`config.mk`:
```
export PLATFORM = sky130hd
export DESIGN_NAME = eproj_wing_controller
export DESIGN_NICKNAME = d
export VERILOG_FILES = /design/src/rtl/eproj_wing_controller_pkg.sv /design/src/rtl/eproj_wing_controller_eship_unit.sv /design/src/rtl/eproj_wing_controller.sv
export SDC_FILE = /design/constraint.sdc
export NUM_CORES = 2
export LEC_CHECK = 0
export BUFFER_PORTS_ARGS = -buffer_cell sky130_fd_sc_hd__buf_4
export CAP_MARGIN = 15
export CORE_ASPECT_RATIO = 1.25
export CORE_MARGIN = 5
export CORE_UTILIZATION = 36
export CTS_CLUSTER_SIZE = 10
export DETAILED_ROUTE_END_ITERATION = 16
export HOLD_SLACK_MARGIN = 0.12
export SYNTH_ARGS = -nofsm -noshare
export SYNTH_HDL_FRONTEND = slang
export SYNTH_SLANG_ARGS = --single-unit
```
`constraint.sdc`:
```
create_clock -name frame_clk -period 12.35 [get_ports frame_clk]
set_input_delay 2.47 -clock frame_clk [delete_from_list [all_inputs] [get_ports frame_clk]]
set_output_delay 2.47 -clock frame_clk [all_outputs]
set_load 0.02 [all_outputs]
```
`src/rtl/eproj_wing_controller_pkg.sv`:
```
// Shared definitions for the enemy wing: default wing sizes, the per-ship
// state encoding, and the inclusive-exclusive span test used by the raster
// on-tests.
package galaga_lib;

  localparam int NS  = 4;  // enemy ships in the wing
  localparam int NPE = 8;  // projectile slots shared by the wing

  typedef enum logic [1:0] {
    ST_ENTER = 2'd0,
    ST_FORM  = 2'd1,
    ST_DEAD  = 2'd2
  } ship_state_e;

  // lo <= pt < lo + size, evaluated on 11 bits so objects near the right or
  // bottom edge of the 10-bit space never wrap back to column/row 0.
  function automatic logic in_span(input logic [9:0]  lo,
                                   input logic [9:0]  pt,
                                   input logic [10:0] size);
    return ({1'b0, pt} >= {1'b0, lo}) && ({1'b0, pt} < ({1'b0, lo} + size));
  endfunction

endpackage

```
`src/rtl/eproj_wing_controller_eship_unit.sv`:
```
// One enemy ship: ENTER/FORM/DEAD state machine plus respawn down-counter.
// Ports:
//   frame_clk         frame-rate clock
//   rst               asynchronous active-high reset
//   init_x, init_y    spawn point (used at reset and on respawn)
//   sched_x, sched_y  formation target for this frame
//   coll              hit by a player projectile
//   state             current ship state
//   pos_x, pos_y      current (pre-update) ship position
module eship_unit
  import galaga_lib::*;
#(
  parameter int SHIP_STEP = 2,
  parameter int RESPAWN   = 120
) (
  input  logic        frame_clk,
  input  logic        rst,
  input  logic [9:0]  init_x,
  input  logic [9:0]  init_y,
  input  logic [9:0]  sched_x,
  input  logic [9:0]  sched_y,
  input  logic        coll,
  output ship_state_e state,
  output logic [9:0]  pos_x,
  output logic [9:0]  pos_y
);

  localparam int                 CNT_W    = $clog2(RESPAWN + 1);
  localparam logic signed [11:0] STEP_S   = 12'(SHIP_STEP);
  localparam logic [CNT_W-1:0]   CNT_LOAD = CNT_W'(RESPAWN - 1);

  ship_state_e      state_q, state_d;
  logic [9:0]       x_q, x_d, y_q, y_d;
  logic [CNT_W-1:0] cnt_q, cnt_d;
  logic             fresh_q, fresh_d;
  logic [9:0]       cur_x, cur_y;

  // Reset cannot load a live input into a flop cleanly, so after reset the
  // position is taken straight from the spawn inputs until the first frame
  // edge captures it.
  assign cur_x = fresh_q ? init_x : x_q;
  assign cur_y = fresh_q ? init_y : y_q;
  assign pos_x = cur_x;
  assign pos_y = cur_y;
  assign state = state_q;

  function automatic logic signed [11:0] diff(input logic [9:0] cur, input logic [9:0] tgt);
    return $signed({2'b00, tgt}) - $signed({2'b00, cur});
  endfunction

  function automatic logic near(input logic [9:0] cur, input logic [9:0] tgt);
    return (diff(cur, tgt) <= STEP_S) && (diff(cur, tgt) >= -STEP_S);
  endfunction

  // One step toward the target; within a step it lands exactly on it.
  function automatic logic [9:0] step_toward(input logic [9:0] cur, input logic [9:0] tgt);
    if (diff(cur, tgt) > STEP_S)  return cur + 10'(SHIP_STEP);
    if (diff(cur, tgt) < -STEP_S) return cur - 10'(SHIP_STEP);
    return tgt;
  endfunction

  always_comb begin
    // NOTE: every signal written here gets a default first, so no path can
    // leave one unassigned and infer a latch.
    state_d = state_q;
    x_d     = cur_x;
    y_d     = cur_y;
    cnt_d   = cnt_q;
    fresh_d = 1'b0;
    case (state_q)
      ST_ENTER: begin
        if (coll) begin
          state_d = ST_DEAD;
          cnt_d   = CNT_LOAD;
        end else begin
          x_d = step_toward(cur_x, sched_x);
          y_d = step_toward(cur_y, sched_y);
          if (near(cur_x, sched_x) && near(cur_y, sched_y)) state_d = ST_FORM;
        end
      end
      ST_FORM: begin
        if (coll) begin
          state_d = ST_DEAD;
          cnt_d   = CNT_LOAD;
        end else begin
          x_d = sched_x;
          y_d = sched_y;
        end
      end
      ST_DEAD: begin
        // Hits are ignored while dead; only the counter matters.
        if (cnt_q == '0) begin
          state_d = ST_ENTER;
          x_d     = init_x;
          y_d     = init_y;
        end else begin
          cnt_d = cnt_q - CNT_W'(1);
        end
      end
      default: state_d = ST_ENTER;
    endcase
  end

  // NOTE: state registers use non-blocking assignments so every flop samples
  // the values from before the edge, independent of block ordering.
  always_ff @(posedge frame_clk or posedge rst) begin
    if (rst) begin
      state_q <= ST_ENTER;
      x_q     <= '0;
      y_q     <= '0;
      cnt_q   <= '0;
      fresh_q <= 1'b1;
    end else begin
      state_q <= state_d;
      x_q     <= x_d;
      y_q     <= y_d;
      cnt_q   <= cnt_d;
      fresh_q <= fresh_d;
    end
  end

endmodule

```
`src/rtl/eproj_wing_controller.sv`:
```
// Enemy wing controller: NS ships (eship_unit each) sharing NPE projectile
// slots. Fire requests from formed ships are served in ship order into the
// lowest free slot; live projectiles fall until they hit the player or leave
// the screen. Combinational raster on-tests and offsets feed the renderer.
// Ports:
//   frame_clk, Reset               frame clock, async active-high reset
//   DrawX, DrawY                   current raster pixel
//   EShipInitialX/Y                shared spawn point
//   ESchedX/Y, ESchedFire          per-ship formation target and fire request
//   EShipColl, EProjColl           ship hit / projectile hit player
//   EShipOn, EShipDistX/Y          ship on-pixel flags and lowest-index offset
//   EProjOn, EProjDistX/Y          projectile on-pixel flags and offset
//   EShipAlive                     ship in ENTER or FORM
//   EProjDrop                      a fire request found no free slot
module eproj_wing_controller #(
  parameter int NS            = galaga_lib::NS,
  parameter int NPE           = galaga_lib::NPE,
  parameter int SHIP_SIZE     = 16,
  parameter int PROJ_SIZE     = 4,
  parameter int SHIP_STEP     = 2,
  parameter int PROJ_STEP     = 4,
  parameter int RESPAWN       = 120,
  parameter int SCREEN_BOTTOM = 479
) (
  input  logic                 frame_clk,
  input  logic                 Reset,
  input  logic [9:0]           DrawX,
  input  logic [9:0]           DrawY,
  input  logic [9:0]           EShipInitialX,
  input  logic [9:0]           EShipInitialY,
  input  logic [NS-1:0][9:0]   ESchedX,
  input  logic [NS-1:0][9:0]   ESchedY,
  input  logic [NS-1:0]        ESchedFire,
  input  logic [NS-1:0]        EShipColl,
  input  logic [NPE-1:0]       EProjColl,
  output logic [NS-1:0]        EShipOn,
  output logic [9:0]           EShipDistX,
  output logic [9:0]           EShipDistY,
  output logic [NPE-1:0]       EProjOn,
  output logic [9:0]           EProjDistX,
  output logic [9:0]           EProjDistY,
  output logic [NS-1:0]        EShipAlive,
  output logic                 EProjDrop
);

  galaga_lib::ship_state_e ship_state [NS];
  logic [9:0]              ship_x [NS];
  logic [9:0]              ship_y [NS];

  for (genvar g = 0; g < NS; g++) begin : g_ship
    eship_unit #(
      .SHIP_STEP (SHIP_STEP),
      .RESPAWN   (RESPAWN)
    ) u_ship (
      .frame_clk (frame_clk),
      .rst       (Reset),
      .init_x    (EShipInitialX),
      .init_y    (EShipInitialY),
      .sched_x   (ESchedX[g]),
      .sched_y   (ESchedY[g]),
      .coll      (EShipColl[g]),
      .state     (ship_state[g]),
      .pos_x     (ship_x[g]),
      .pos_y     (ship_y[g])
    );
    assign EShipAlive[g] = (ship_state[g] != galaga_lib::ST_DEAD);
  end

  logic [NPE-1:0] live_q, live_d;
  logic [9:0]     px_q [NPE];
  logic [9:0]     px_d [NPE];
  logic [9:0]     py_q [NPE];
  logic [9:0]     py_d [NPE];
  logic           drop_q, drop_d;
  logic [NPE-1:0] free_slots;
  logic           found;

  always_comb begin
    live_d = live_q;
    px_d   = px_q;
    py_d   = py_q;
    drop_d = 1'b0;
    found  = 1'b0;
    // Only slots free before this edge are offered, so a slot released this
    // frame waits one frame before reuse.
    free_slots = ~live_q;

    for (int j = 0; j < NPE; j++) begin
      if (live_q[j]) begin
        if (EProjColl[j]) begin
          live_d[j] = 1'b0;
        end else if ({1'b0, py_q[j]} + 11'(PROJ_STEP) > 11'(SCREEN_BOTTOM)) begin
          live_d[j] = 1'b0;
        end else begin
          py_d[j] = py_q[j] + 10'(PROJ_STEP);
        end
      end
    end

    // Fire eligibility uses the pre-update state, so a formed ship that is
    // hit on this edge still launches.
    for (int i = 0; i < NS; i++) begin
      if (ESchedFire[i] && ship_state[i] == galaga_lib::ST_FORM) begin
        found = 1'b0;
        for (int j = 0; j < NPE; j++) begin
          if (!found && free_slots[j]) begin
            found         = 1'b1;
            free_slots[j] = 1'b0;
            live_d[j]     = 1'b1;
            px_d[j]       = ship_x[i] + 10'(SHIP_SIZE / 2 - PROJ_SIZE / 2);
            py_d[j]       = ship_y[i] + 10'(SHIP_SIZE);
          end
        end
        if (!found) drop_d = 1'b1;
      end
    end
  end

  always_ff @(posedge frame_clk or posedge Reset) begin
    if (Reset) begin
      live_q <= '0;
      drop_q <= 1'b0;
      // NOTE: slot positions are a small register array with a defined reset
      // value, so they are reset explicitly rather than left as RAM.
      for (int j = 0; j < NPE; j++) begin
        px_q[j] <= '0;
        py_q[j] <= '0;
      end
    end else begin
      live_q <= live_d;
      drop_q <= drop_d;
      px_q   <= px_d;
      py_q   <= py_d;
    end
  end

  assign EProjDrop = drop_q;

  // Raster on-tests; the descending scan leaves the lowest-index hit's offset.
  always_comb begin
    EShipOn    = '0;
    EShipDistX = '0;
    EShipDistY = '0;
    for (int i = NS - 1; i >= 0; i--) begin
      EShipOn[i] = EShipAlive[i]
                 && galaga_lib::in_span(ship_x[i], DrawX, 11'(SHIP_SIZE))
                 && galaga_lib::in_span(ship_y[i], DrawY, 11'(SHIP_SIZE));
      if (EShipOn[i]) begin
        EShipDistX = DrawX - ship_x[i];
        EShipDistY = DrawY - ship_y[i];
      end
    end
  end

  always_comb begin
    EProjOn    = '0;
    EProjDistX = '0;
    EProjDistY = '0;
    for (int j = NPE - 1; j >= 0; j--) begin
      EProjOn[j] = live_q[j]
                 && galaga_lib::in_span(px_q[j], DrawX, 11'(PROJ_SIZE))
                 && galaga_lib::in_span(py_q[j], DrawY, 11'(PROJ_SIZE));
      if (EProjOn[j]) begin
        EProjDistX = DrawX - px_q[j];
        EProjDistY = DrawY - py_q[j];
      end
    end
  end

endmodule

```
==> qor.txt <==
CP arrival = 8.01 ns
CTS Buffer Depth = 3
Worst path required time = 9.88 ns
Postcts setup bufs = 0
Slew margin rel. = 0.08881
Area Overhead vs Synth = 10.78%
Yosys warning total = 0
Post-synth top area cell = dfrtp_1
Max-cap viol count = 0
Worst vdd ir = 0.09628 mV
RSZ-0062 raised after global routing = false
Final HPWL DP = 191.6 mm
Min-delay src = g_ship[0].u_ship.cnt_q[0]
H-tree Lvls = 2
Crit-path slowest cell = o31ai_1
Root Driver = clkbuf_16
Worst-Skew Late Latency = 0.61 ns
Util after Layout = 0.3999
Post-CTS Hold Buffers = 0
Port-buffer cells = 194
Seq/Total Area, Yosys = 0.1509
Area occupied by multi-input gates = 37730 sq um
Initial antenna violation count = 11
Die Area = 139200 sq um
Setup TNS = 0 ns
Final Skew = 0.03103 ns
Number of synthesized flops with an enable pin = 0
PD cells = 127.5 nW/um^2
Crit-path cells = buf_4, nand2_1, o21a_1, buf_4, inv_1, ha_1, xnor2_1, inv_1, ha_1, o21ai_0, a21oi_1, o41ai_1, a21oi_1, o31ai_1, nand3_1, clkinv_1, mux2_2, a221oi_1, buf_4
Final wirelength = 246.3 mm
Syn avg cell area = 7.439 sq um
Initial core utilization = 0.3610
Synthesized instance count = 6377
ANT nets after route = 0
Status = completed
Max frequency = 95.42 MHz
Final GP Congestion = 1.066
# IOs = 195
Slowest Stage Delay on Critical Path = 0.72 ns
Slew Viols, Final = 0
Post-synth ARST share = 1.000
Worst reg-to-reg path cell count = 15
Hold Fails Final Rpt = 0
Largest net degree at the start of global routing = 151
Residual DRC = 0
FP Rows = 149
Final period utilization = 0.8486
Most frequent CP cell = buf_4
Setup CP Type = primary input to primary output
Wire per inst = 30.02 um
Worst setup EP type = primary output
Worst reg-to-reg setup slack = 5.54 ns
Reg area = 7162 sq um
Syn Nets = 7103
Hold crit path type = flip-flop to flip-flop
Measured slew at the worst slew-check pin = 1.360 ns
Final Power = 0.006700 W
Family with the most delay on the worst path = buffers and inverters
Total GRT Usage = 0.3343
RR Startpoint = g_ship[3].u_ship.fresh_q
Clk sinks = 286
Number of buffers created by CTS = 38
Fill cell count = 13680
Core ar. = 131400 sq um
Tmin final = 10.48 ns
Post-cts sizing count = 0
DRT Pass-1 Iters = 8
FF-to-FF End = g_ship[3].u_ship.x_q[4]
Number of global-route vias before repair = 50690
Total gr overflow = 0
Die Y = 415.9 um
Via/cell ratio = 6.558
Worst-path clk slew = 0.06 ns
CP Launch Type = primary input
Worst setup path endpoint = EShipDistX[4]
CTS tree = built
Setup violators final = 0
Buffer and inverter count on the worst path = 6
Final cell count without fillers = 8204
Primary FF master, synth = dfrtp_1
Synth top area cells = dfrtp_1, ha_1, xnor2_1
Die Wd = 334.7 um
Via count = 53800
Synth top area share = 0.1503
Netlist cell types = 106
#FFs+latches synth = 286
Leak = 21.54 nW
Detailed Route Iter0 Violations = 6372
Cell area after synthesis = 47440 sq um
Nets@finish = 7168
Post-placement cell count = 8133
Crit path max fanout = 15
Worst setup startpoint = EShipInitialY[4]
First-pass GRT wire length = 349.4 mm
WP depth = 19
Layout cells sized above 1 = 0.08636
[sequential cells by signal, indices dropped and copies added (netlist names)]
name,flops
px_q,80
g_ship.u_ship.fresh_q,1
EProjDrop,1
py_q,80
live_q,8
g_ship.u_ship.cnt_q,28
g_ship.u_ship.x_q,40
g_ship.u_ship.state,8
g_ship.u_ship.y_q,40
[metal layers]
| metal | share of wire | vias up | GRT usage |
|---|---|---|---|
| li1 | - | 23970 | - |
| met1 | 0.37 | 25710 | 0.3999 |
| met2 | 0.43 | 3170 | 0.5225 |
| met3 | 0.092 | 952 | 0.06706 |
| met4 | 0.099 | 4 | 0.2626 |
| met5 | 0.000085 | - | 0 |
[synthesized netlist by cell type (17+ instances only)]
master and instances:
ha_1 556, a21oi_1 510, nor2_1 501, nand2_1 476, o21ai_0 442, inv_1 399, xnor2_1 341, dfrtp_1 285
clkbuf_1 272, nor3_1 217, a211oi_1 200, nand3_1 168, o211ai_1 145, xor2_1 121, o21a_1 111, mux2i_1 108
nor2b_1 90, nand2b_1 87, a21o_1 86, a221oi_1 85, o22ai_1 73, or3_1 71, nand4_1 67, a31oi_1 65
o221ai_1 64, a22oi_1 56, nor4_1 46, and3_1 32, fa_1 32, o31ai_1 32, or2_2 31, buf_2 27
a2111oi_0 25, o2111ai_1 25, o311ai_0 24, and2_1 22, nor3b_1 22, o21ai_1 21, or4_1 21, o31a_1 20
a211o_1 19, clkinv_1 17, mux2_2 17, nand3b_1 17
[per-stage QoR]
stage | instance area, sq um | hold WS, ns | setup WS (ns)
2_1_floorplan | 47440 | 0.4562 | 1.989
3_3_place_gp | 51190 | 0.4756 | 2.189
3_5_place_dp | 51210 | 0.4819 | 2.074
4_1_cts | 52440 | 0.4903 | 2.010
5_1_grt | 52540 | 0.5183 | 1.745
6_report | 52560 | 0.4869 | 1.870
[cells in the final DEF (no fill, tap or decap), types with 71 or more instances in the layout]
cell type / synthesis / final
ha_1: 556 / 556
a21oi_1: 510 / 510
nor2_1: 501 / 501
nand2_1: 476 / 475
o21ai_0: 442 / 436
inv_1: 399 / 398
buf_4: 8 / 337
xnor2_1: 341 / 317
dfrtp_1: 285 / 285
nor3_1: 217 / 210
a211oi_1: 200 / 199
nand3_1: 168 / 168
o211ai_1: 145 / 145
xor2_1: 121 / 118
o21a_1: 111 / 111
mux2i_1: 108 / 104
nor2b_1: 90 / 90
nand2b_1: 87 / 87
a21o_1: 86 / 86
a221oi_1: 85 / 85
o22ai_1: 73 / 73
or3_1: 71 / 71
[worst reg2reg max path: cells and delay by family (launching register included)]
family	cells	cell delay, ns
muxes	1	0.28
adders and majority gates	1	0.52
AOI/OAI and AO/OA	6	2.10
buffers and inverters	3	1.46
DFF	1	1.00
xor gates and xnor gates	1	0.19
and+or+nand+nor	3	1.16
[worst min-delay path by stage]
stage                                 to  slack (ns)  cells past startpoint
3_3_place_gp   g_ship[0].u_ship.cnt_q[0]        0.48                      1
4_1_cts        g_ship[0].u_ship.cnt_q[0]        0.49                      1
3_5_place_dp   g_ship[0].u_ship.cnt_q[0]        0.48                      1
5_1_grt        g_ship[0].u_ship.cnt_q[0]        0.52                      1
6_report       g_ship[0].u_ship.cnt_q[0]        0.49                      1
2_1_floorplan  g_ship[3].u_ship.cnt_q[0]        0.46                      1
[cell type report]
| type | count | share of cell area |
|---|---|---|
| multi-input combinational | 5350 | 0.7179 |
| sequential | 286 | 0.1363 |
| timing repair buffer | 343 | 0.05028 |
| tap | 1736 | 0.04133 |
| inverter | 423 | 0.03035 |
| clock buffer | 51 | 0.02076 |
| clock inverter | 8 | 0.002738 |
| antenna | 7 | 0.0003333 |
[cells by family (layout without fill, tap and decap cells)]
kind of cell | Yosys count | count (layout) | synth area share
compound gates | 2233 | 2233 | 0.3151
xor+xnor | 464 | 464 | 0.08598
fa+ha+maj | 591 | 591 | 0.1608
buf+inv | 741 | 825 | 0.06032
flops | 286 | 286 | 0.1509
mux | 129 | 129 | 0.02793
other cells | 1 | 8 | 0.00007905
simple gates | 1932 | 1932 | 0.1990
[report_power, final]
part / internal, W / total [W] / switching (W)
sequential: 0.00110 / 0.00119 / 0.0000899
combinational: 0.00137 / 0.00431 / 0.00294
clock: 0.000696 / 0.00120 / 0.000505
total: 0.00317 / 0.00670 / 0.00353
Power figures use the tool's default switching activity.
